==> src/rtl/priority_encoder_pkg.sv <==
// Shared sizing and result type for the 4-input registered priority encoder.
package priority_encoder_pkg;
    localparam int NUM_REQ = 4;
    localparam int IDX_W   = 2;

    typedef struct packed {
        logic               valid;
        logic [IDX_W-1:0]   idx;
        logic [NUM_REQ-1:0] grant;
    } enc_result_t;
endpackage

==> src/rtl/priority_encoder_core.sv <==
// Combinational priority encoder: highest-numbered asserted request wins.
module prio_enc_core #(
    parameter int WIDTH = 4,
    localparam int IDX_W = (WIDTH > 1) ? $clog2(WIDTH) : 1
) (
    input  logic [WIDTH-1:0] req,
    output logic [IDX_W-1:0] idx,
    output logic             any,
    output logic [WIDTH-1:0] grant
);
    // Scanning upward and overwriting lets the highest set bit win.
    always_comb begin
        idx   = '0;
        grant = '0;
        for (int i = 0; i < WIDTH; i++) begin
            if (req[i]) begin
                idx   = IDX_W'(i);
                grant = '0;
                grant[i] = 1'b1;
            end
        end
        any = |req;
    end
endmodule

==> src/rtl/priority_encoder.sv <==
// Registered 4-to-2 priority encoder with one-hot grant and capture enable.
module priority_encoder
    import priority_encoder_pkg::*;
(
    input  logic               clk,
    input  logic               rst_n,
    input  logic               en,
    input  logic               d3,
    input  logic               d2,
    input  logic               d1,
    input  logic               d0,
    output logic               y1,
    output logic               y0,
    output logic               valid,
    output logic [NUM_REQ-1:0] grant
);
    logic [NUM_REQ-1:0] req;
    enc_result_t        nxt;
    enc_result_t        res;

    assign req = {d3, d2, d1, d0};

    prio_enc_core #(.WIDTH(NUM_REQ)) u_core (
        .req   (req),
        .idx   (nxt.idx),
        .any   (nxt.valid),
        .grant (nxt.grant)
    );

    always_ff @(posedge clk) begin
        if (!rst_n)
            res <= '0;
        else if (en)
            res <= nxt;
    end

    assign y1    = res.idx[1];
    assign y0    = res.idx[0];
    assign valid = res.valid;
    assign grant = res.grant;
endmodule

==> config.mk <==
export PLATFORM = sky130hd
export DESIGN_NAME = priority_encoder
export DESIGN_NICKNAME = d
export VERILOG_FILES = /design/src/rtl/priority_encoder_pkg.sv /design/src/rtl/priority_encoder_core.sv /design/src/rtl/priority_encoder.sv
export SDC_FILE = /design/constraint.sdc
export NUM_CORES = 1
export LEC_CHECK = 0
export BUFFER_PORTS_ARGS = -buffer_cell sky130_fd_sc_hd__buf_2
export CAP_MARGIN = 25
export CORE_AREA = 2 2 39 41
export DETAILED_ROUTE_END_ITERATION = 16
export DIE_AREA = 0 0 41 43
export PLACE_DENSITY = 0.55
export SYNTH_ARGS = -nofsm -noshare
export SYNTH_HDL_FRONTEND = slang
export SYNTH_SLANG_ARGS = --single-unit
==> constraint.sdc <==
create_clock -name clk -period 1.5 [get_ports clk]
set_input_delay 0.15 -clock clk [delete_from_list [all_inputs] [get_ports clk]]
set_output_delay 0.15 -clock clk [all_outputs]
set_load 0.005 [all_outputs]
==> results.sh, run 1 <==
export IMPL_outcome="finished, final reports clean"
export IMPL_cts_resized=0
export IMPL_syn_avg_cell_area_um2=10.24
export IMPL_fill_cells=156
export IMPL_grt_busiest_layer="met1"
export IMPL_drv_slew=0
export IMPL_synth_ff_type="dfxtp_1"
export IMPL_gp_congestion=0.6788
export IMPL_ys_ff_latch=7
export IMPL_synth_edf_count=0
export IMPL_row_count=14
export IMPL_cap_violations=0
export IMPL_syn_cell_area_um2=276.5
export IMPL_grt_pass1_vias=215
export IMPL_antenna_found_initial=0
export IMPL_num_antenna_cells=0
export IMPL_wirelength_um=547
export IMPL_drt_iter0_drc=7
export IMPL_post_cts_buffers=0
export IMPL_placed_cells=55
export IMPL_drt_pass1_iterations=2
export IMPL_cp_required_ns=1.64
export IMPL_initial_core_util=0.1998
export IMPL_vias_per_cell=4.169
export IMPL_rsz0062_at_grt="no"
export IMPL_die_w_um=41
export IMPL_grtUsageMet2=0.08750
export IMPL_via_count=246
export IMPL_cts_sinks=7
export IMPL_grt_usage=0.07839
export IMPL_arrival_ns=1.04
export IMPL_final_nets=51
export IMPL_synth_cell_types=17
export IMPL_grt_use_met1=0.1000
export IMPL_ir_drop_v=0.0003870
export IMPL_drc_errors=0
export IMPL_synth_seq_area_share=0.5068
export IMPL_leakage_nw=0.1867
export IMPL_die_area_um2=1763
export IMPL_path_clk_slew_ns=0.05
export IMPL_syn_instance_count=27
export IMPL_num_io_pins=14
export IMPL_ys_top_cells_by_count="dfxtp_1, o21ai_0, nand2b_1, nand3b_1"
export IMPL_grt_pass1_wl_um=876
export IMPL_clk_latency_ns=0.24
export IMPL_endpoint_kind="flip-flop"
export IMPL_timing_setup_tns_ns=0
export IMPL_hold_buffers=0
export IMPL_place_port_buffers=13
export IMPL_synthSimpleGateAreaFrac=0.2172
export IMPL_fmax_ghz=1.107
export IMPL_worstReg2RegStart="grant[1]$_SDFFE_PN0P_"
export IMPL_max_slew_margin=0.8790
export IMPL_worst_path_max_fanout=12
export IMPL_min_from="d0"
export IMPL_cp_start_kind="input port"
export IMPL_overflow=0
export IMPL_ant_nets=0
export IMPL_die_y_um=43
export IMPL_synth_top_family_by_area="simple AND/OR/NAND/NOR gates"
export IMPL_synth_xor_area_frac=0
export IMPL_synth_area_leaders="dfxtp_1, o21ai_0, nand3b_1, nand2b_1, o221a_1"
export IMPL_hold_viol=0
export IMPL_syn_nets=34
export IMPL_area_growth_pct=37.56
export IMPL_hpwl_um=422.9
export IMPL_ff_latch_area_um2=140.1
export IMPL_post_drt_wl_per_cell_um=9.271
export IMPL_drive_above_1_share=0.3721
export IMPL_grtUsageMet3=0.03665
export IMPL_synth_compound_area_frac=0.1991
export IMPL_fin_worst_skew_ns=0
export IMPL_netlist_area_leader_share=0.5068
export IMPL_multi_input_area_um2=125.1
export IMPL_finalCritPeriodShare=0.6024
export IMPL_min_delay_path_class="in -> reg"
export IMPL_period_minus_slack_ns=0.9036
export IMPL_powerDensity_nw_per_um2=1082
export IMPL_coreArea_um2=1384
export IMPL_cts_made_buffers=3
export IMPL_yosysMostFrequentCell="dfxtp_1"
export IMPL_setup_viol=0
export IMPL_yosysWarnings=0
export IMPL_async_flop_share=0
export IMPL_synth_mux_area_frac=0.03620
export IMPL_yosys_area_top_type="dfxtp_1"
export IMPL_crit_start="en"
export IMPL_cts_tree="built"
export IMPL_fin_cells=59
export IMPL_root_buffer="clkbuf_4"
export IMPL_synthAdderAreaFrac=0
export IMPL_worstMarginPinSlew_ns=0.1814
export IMPL_setup_worst_path_class="in -> reg"
export IMPL_clk_path_buf_depth=2
export IMPL_grt_max_degree=13
export IMPL_cts_max_level=1
-- logic make-up (layout without fill, tap and decap cells) --
kind of cell,count (synthesis),in the layout
DFF,7,7
muxes,1,1
and+or+nand+nor,9,9
AOI/OAI and AO/OA,8,8
buffers and inverters,2,18
-- final timing paths --
check / end / slack, ns / cells past startpoint
max: valid$_SDFFE_PN0P_ / 0.60 / 3
min: grant[0]$_SDFFE_PN0P_ / 0.17 / 3
max reg2reg: grant[1]$_SDFFE_PN0P_ / 0.75 / 2
min reg2reg: grant[2]$_SDFFE_PN0P_ / 0.47 / 2
-- registers in the layout (all words and copies together), names as in the netlist --
register  count
grant         4
valid         1
y0            1
y1            1
-- area by class of cell --
class / instances / area share
sequential: 7 / 0.3684
multi-input combinational: 18 / 0.3289
timing repair buffer: 13 / 0.1711
tap: 16 / 0.05263
clock buffer: 4 / 0.06908
inverter: 1 / 0.009868
-- worst max-delay path, cell delays in order --
cell and delay (ns):
buf_2 0.19, or4b_1 0.48, o221a_1 0.22
-- placed cells by master, fill, tap and decap left out, drive strengths merged --
master   n
dfxtp    7
nand2    1
o21ai    3
mux2i    1
buf     13
inv      1
a21boi   1
nor2     1
or4b     1
clkbuf   4
a41o     1
and3b    1
nand2b   2
o221a    1
a21oi    1
a31oi    1
nand3b   2
nor2b    1
-- power by group --
group          total, mW  leakage, nW  switching (mW)  internal [mW]
clock              0.168       0.0150          0.0669          0.101
combinational     0.0430        0.114          0.0208         0.0223
sequential         0.200       0.0577         0.00407          0.196
-- through the flow --
| stage | power, mW | setup slack [ns] | cell area [um2] | utilization | hold WS (ns) |
|---|---|---|---|---|---|
| 3_3_place_gp | 0.2475 | 0.3664 | 354.1 | 0.2559 | 0.4271 |
| 5_1_grt | 0.4432 | 0.5895 | 380.4 | 0.2749 | 0.1717 |
| 3_5_place_dp | 0.2477 | 0.3468 | 354.1 | 0.2559 | 0.4217 |
| 4_1_cts | 0.4213 | 0.6118 | 380.4 | 0.2749 | 0.1563 |
| 6_report | 0.4114 | 0.5964 | 380.4 | 0.2749 | 0.1685 |
| 2_1_floorplan | 0.2245 | 0.5037 | 276.5 | - | 0.2782 |
-- layer usage --
layer  vias to the layer above  share of wire
li1                        130              -
met1                       105           0.47
met2                        11           0.40
met3                         0           0.13
met4                         0              0
met5                         -              0
Note: power is estimated with default switching activity, not from simulation.
==> run 2, diff against run 1 <==
--- a/config.mk
+++ b/config.mk
@@ -10,7 +10,7 @@
 export CORE_AREA = 2 2 39 41
 export DETAILED_ROUTE_END_ITERATION = 16
 export DIE_AREA = 0 0 41 43
-export PLACE_DENSITY = 0.55
+export PLACE_DENSITY = 0.56
 export SYNTH_ARGS = -nofsm -noshare
 export SYNTH_HDL_FRONTEND = slang
 export SYNTH_SLANG_ARGS = --single-unit
==> constraint.sdc (replaced) <==
create_clock -name clk -period 0.8 [get_ports clk]
set_input_delay 0.08 -clock clk [delete_from_list [all_inputs] [get_ports clk]]
set_output_delay 0.08 -clock clk [all_outputs]
set_load 0.005 [all_outputs]
==> results.sh, run 2 (synthesis results as in run 1) <==
export IMPL_largest_reg_flops=4
export IMPL_grt_usage=0.08451
export IMPL_final_cell_mix="buf_2, buf_4, dfxtp_2"
export IMPL_worst_path_max_fanout=2
export IMPL_arrival_ns=0.93
export IMPL_vias_per_cell=4.250
export IMPL_wirelength_um=620
export IMPL_outcome="finished, final reports clean"
export IMPL_num_antenna_cells=0
export IMPL_cts_tree="built"
export IMPL_hold_ws_ns=0.08431
export IMPL_path_clk_slew_ns=0.05
export IMPL_cts_max_level=1
export IMPL_area_growth_pct=56.56
export IMPL_reg2reg_depth=2
export IMPL_die_w_um=41
export IMPL_fin_util=0.3128
export IMPL_place_port_buffers=13
export IMPL_drv_slew=0
export IMPL_drive_above_1_share=0.5417
export IMPL_grt_pass1_vias=247
export IMPL_worstMarginPinSlew_ns=0.1505
export IMPL_finalPower_mw=0.7970
export IMPL_ir_drop_v=0.001022
export IMPL_post_drt_wl_per_cell_um=9.688
export IMPL_initial_core_util=0.1998
export IMPL_hpwl_um=474.8
export IMPL_drt_pass1_iterations=2
export IMPL_setup_viol=0
export IMPL_leakage_nw=0.2160
export IMPL_grt_max_degree=12
export IMPL_die_y_um=43
export IMPL_cp_required_ns=0.94
export IMPL_setup_worst_path_class="in -> reg"
export IMPL_num_io_pins=14
export IMPL_rsz0062_at_grt="no"
export IMPL_cap_violations=0
export IMPL_cts_sinks=7
export IMPL_row_count=14
export IMPL_cp_start_kind="input port"
export IMPL_period_minus_slack_ns=0.7975
export IMPL_fmax_ghz=1.254
export IMPL_min_delay_path_depth=3
export IMPL_setup_ws_ns=0.002471
export IMPL_powerDensity_nw_per_um2=1841
export IMPL_hold_viol=0
export IMPL_die_area_um2=1763
export IMPL_cts_made_buffers=3
export IMPL_via_count=272
export IMPL_drt_iter0_drc=2
export IMPL_final_common_cell="buf_2"
export IMPL_ant_nets=0
export IMPL_post_cts_buffers=0
export IMPL_fin_worst_skew_ns=0
export IMPL_dpl_worst_slack_ns=-0.2756
export IMPL_coreArea_um2=1384
export IMPL_min_delay_path_class="in -> reg"
export IMPL_overflow=0
export IMPL_clk_latency_ns=0.25
export IMPL_final_nets=56
export IMPL_root_buffer="clkbuf_4"
export IMPL_finalCritPeriodShare=0.9969
export IMPL_antenna_found_initial=0
export IMPL_drc_errors=0
export IMPL_endpoint_kind="flip-flop"
export IMPL_clk_path_buf_depth=2
export IMPL_gp_congestion=0.7498
export IMPL_grt_pass1_wl_um=979
export IMPL_max_slew_margin=0.8986
==> run 2: area by class of cell <==
class | instances | area, um2
clock buffers | 4 | 26.28
multi-input cells | 18 | 128.9
inverters | 1 | 3.754
repair buffers | 18 | 108.9
fillers | 158 | 950.9
flip-flops and latches | 7 | 145.1
well taps | 16 | 20.02
==> run 2: report_power, final <==
group          switching [mW]  internal, mW
Clock                   0.124         0.190
Sequential            0.00770         0.369
Combinational          0.0450        0.0616
==> run 2: path summary, 6_finish.rpt <==
kind                                             from                    end  slack [ns]
worst max-delay path                               d2     valid$_SDFFE_PN0P_       0.002
worst min-delay path                               d0  grant[0]$_SDFFE_PN0P_        0.08
worst max register to register  grant[1]$_SDFFE_PN0P_  grant[1]$_SDFFE_PN0P_        0.04
worst min register to register  grant[0]$_SDFFE_PN0P_  grant[0]$_SDFFE_PN0P_        0.47
==> run 2: layer usage <==
metal	share of wire	vias to the layer above	track usage
met2	0.44	11	0.09688
li1	-	140	-
met3	0.085	0	0.03141
met5	0	-	0
met4	0	0	0.08000
met1	0.48	121	0.1133
==> run 2: worst max-delay path, cell delays in order <==
cell and delay [ns]:
buf_2 0.11, or4b_4 0.51, o221a_1 0.23
==> run 2: metrics by stage <==
stage	setup TNS [ns]	instances	instance area, um2
floorplan	-0.1453	27	276.5
global placement	-0.4127	60	391.6
detailed placement	-0.4713	60	391.6
CTS	0	64	421.7
global route	0	64	432.9
finish	0	64	432.9
==> run 2: what timing repair did <==
item	4_1_cts	5_1_grt
gates resized for setup	1	5
pin swaps	0	2
setup endpoints to repair	1	5
hold buffers	0	0
==> run 3, diff against run 2 <==
--- a/config.mk
+++ b/config.mk
@@ -10,7 +10,8 @@
 export CORE_AREA = 2 2 39 41
 export DETAILED_ROUTE_END_ITERATION = 16
 export DIE_AREA = 0 0 41 43
-export PLACE_DENSITY = 0.56
+export PLACE_DENSITY = 0.58
 export SYNTH_ARGS = -nofsm -noshare
 export SYNTH_HDL_FRONTEND = slang
+export SYNTH_HIERARCHICAL = 1
 export SYNTH_SLANG_ARGS = --single-unit
==> constraint.sdc (replaced) <==
create_clock -name clk -period 1 [get_ports clk]
set_input_delay 0.1 -clock clk [delete_from_list [all_inputs] [get_ports clk]]
set_output_delay 0.1 -clock clk [all_outputs]
set_load 0.005 [all_outputs]
==> results.sh, run 3 <==
export IMPL_synth_ff_type="dfxtp_1"
export IMPL_internal_power_mw=0.4943
export IMPL_coreArea_um2=1384
export IMPL_powerDensity_nw_per_um2=1498
export IMPL_ir_drop_v=0.0005171
export IMPL_rsz0062_at_grt="no"
export IMPL_multi_input_area_um2=151.4
export IMPL_synth_edf_count=0
export IMPL_final_cell_area_um2=425.4
export IMPL_num_io_pins=14
export IMPL_cts_tree="built"
export IMPL_hold_viol=0
export IMPL_setup_viol=0
export IMPL_routed_top_layer="met4"
export IMPL_vias_per_cell=3.938
export IMPL_syn_nets=38
export IMPL_fin_worst_skew_ns=0
export IMPL_cts_resized=0
export IMPL_power_switching_mw=0.1428
export IMPL_die_w_um=41
export IMPL_overflow=0
export IMPL_setup_worst_path_class="in -> reg"
export IMPL_largest_reg_flops=4
export IMPL_cp_required_ns=1.14
export IMPL_drt_iter0_drc=0
export IMPL_cap_violations=0
export IMPL_clk_path_buf_depth=2
export IMPL_wl_met3_um=61
export IMPL_max_slew_margin=0.8674
export IMPL_leakage_nw=0.2198
export IMPL_drive_above_1_share=0.3958
export IMPL_min_from="rst_n"
export IMPL_final_nets=56
export IMPL_outcome="finished, final reports clean"
export IMPL_worstReg2RegStart="grant[1]$_SDFFE_PN0P_"
export IMPL_num_antenna_cells=0
export IMPL_syn_cell_area_um2=317.8
export IMPL_synth_cell_types=11
export IMPL_cp_num_buf_inv=1
export IMPL_placed_cells=60
export IMPL_max_stage_delay_ns=0.30
export IMPL_crit_slowest_cell="or3_1"
export IMPL_die_area_um2=1763
export IMPL_gp_congestion=0.6394
export IMPL_yosys_area_top_type="dfxtp_1"
export IMPL_final_cell_mix="buf_2, mux2i_1, nor2b_1, dfxtp_1, clkbuf_4"
export IMPL_syn_avg_cell_area_um2=10.25
export IMPL_final_common_cell="buf_2"
export IMPL_fin_cells=64
export IMPL_yosysWarnings=6
export IMPL_fill_cells=163
export IMPL_initial_core_util=0.2297
export IMPL_drc_errors=0
export IMPL_placed_area_um2=399.1
export IMPL_via_count=252
export IMPL_met1_length_um=227
export IMPL_crit_start="d2"
export IMPL_clk_latency_ns=0.25
export IMPL_grt_pass1_wl_um=903
export IMPL_post_cts_buffers=0
export IMPL_worst_path_max_fanout=2
export IMPL_post_drt_wl_per_cell_um=9.234
export IMPL_ant_nets=0
export IMPL_critPathTopFamily="simple AND/OR/NAND/NOR gates"
export IMPL_area_growth_pct=33.86
export IMPL_path_clk_slew_ns=0.05
export IMPL_ys_ff_latch=7
export IMPL_hpwl_um=432.2
export IMPL_routed_wl_met2_um=294
export IMPL_arrival_ns=0.94
export IMPL_timing_setup_tns_ns=0
export IMPL_grt_max_degree=8
export IMPL_die_y_um=43
export IMPL_netlist_area_leader_share=0.4409
export IMPL_fmax_ghz=1.250
export IMPL_antenna_found_initial=0
export IMPL_drv_slew=0
export IMPL_p_comb_frac=0.130
export IMPL_min_delay_path_class="in -> reg"
export IMPL_synth_seq_area_share=0.4409
export IMPL_ys_top_cells_by_count="dfxtp_1, mux2i_1, nor2b_1"
export IMPL_worstMarginPinSlew_ns=0.1989
export IMPL_root_buffer="clkbuf_4"
export IMPL_sequentialPowerShare=0.472
export IMPL_period_minus_slack_ns=0.8002
export IMPL_cts_made_buffers=3
export IMPL_grt_usage=0.08459
export IMPL_hold_buffers=0
export IMPL_netSwitchingFraction=0.2242
export IMPL_cts_sinks=7
export IMPL_cp_start_kind="input port"
export IMPL_syn_instance_count=31
export IMPL_ff_latch_area_um2=140.1
export IMPL_async_flop_share=0
export IMPL_place_port_buffers=13
export IMPL_endpoint_kind="flip-flop"
export IMPL_wirelength_um=591
export IMPL_cts_max_level=1
export IMPL_synth_area_leaders="dfxtp_1, mux2i_1, nor2b_1, buf_6, or2_4"
export IMPL_drt_pass1_iterations=1
export IMPL_crit_chain="buf_2 -> or2_4 -> or3_1 -> mux2i_1 -> nor2b_1"
export IMPL_pwr_share_clk=0.398
export IMPL_grt_pass1_vias=227
export IMPL_row_count=14
export IMPL_finalCritPeriodShare=0.8002
[run 3: cell types whose count changed in the layout (fill, tap and decap cells not counted), moves of 2 or more]
cell,change
nand3b_1,-2
nor2b_1,+6
mux2i_1,+6
nand2b_1,-2
dfxtp_1,+4
buf_4,-3
o21ai_0,-3
dfxtp_2,-4
[run 3: final timing paths]
kind | to | slack [ns] | cells past startpoint
worst min register to register | valid$_SDFFE_PN0P_ | 0.51 | 2
worst max register to register | grant[1]$_SDFFE_PN0P_ | 0.40 | 2
worst max-delay path | valid$_SDFFE_PN0P_ | 0.20 | 5
worst min-delay path | valid$_SDFFE_PN0P_ | 0.14 | 2
[run 3: kinds of logic after synthesis]
group | synth area share
buf+inv | 0.08269
mux | 0.2205
flops | 0.4409
simple gates | 0.2323
compound gates | 0.02363
[run 3: worst register-to-register path: cells and delay by family (launching register included)]
kind             cells  cell delay, ns
DFF                  1            0.31
muxes                1            0.12
and+or+nand+nor      1            0.06
[run 3: stage by stage]
step	util	setup slack, ns	power [mW]	hold WS, ns
floorplan	-	0.07864	0.3561	0.2282
CTS	0.3074	0.1883	0.6555	0.1390
finish	0.3074	0.1998	0.6371	0.1383
detailed placement	0.2884	-0.06343	0.3913	0.4028
global placement	0.2884	-0.06021	0.3911	0.4006
global route	0.3074	0.1646	0.6849	0.1490
[run 3: final cells by class]
type / count / area share
clock buffer: 4 / 0.06176
inverter: 2 / 0.01765
multi-input combinational: 20 / 0.3559
sequential: 7 / 0.3294
tap: 16 / 0.04706
timing repair buffer: 15 / 0.1882
[run 3: layer usage]
metal | global-route usage | vias up
li1 | - | 133
met1 | 0.08766 | 108
met2 | 0.1031 | 9
met3 | 0.04712 | 2
met4 | 0.1000 | 0
met5 | 0 | -
[run 3: power groups by stage]
stage | clock, mW | sequential, mW | combinational (mW)
2_1_floorplan | 0 | 0.308 | 0.0482
3_3_place_gp | 0 | 0.306 | 0.0849
3_5_place_dp | 0 | 0.307 | 0.0848
4_1_cts | 0.269 | 0.301 | 0.0854
5_1_grt | 0.290 | 0.302 | 0.0933
6_report | 0.253 | 0.301 | 0.0831
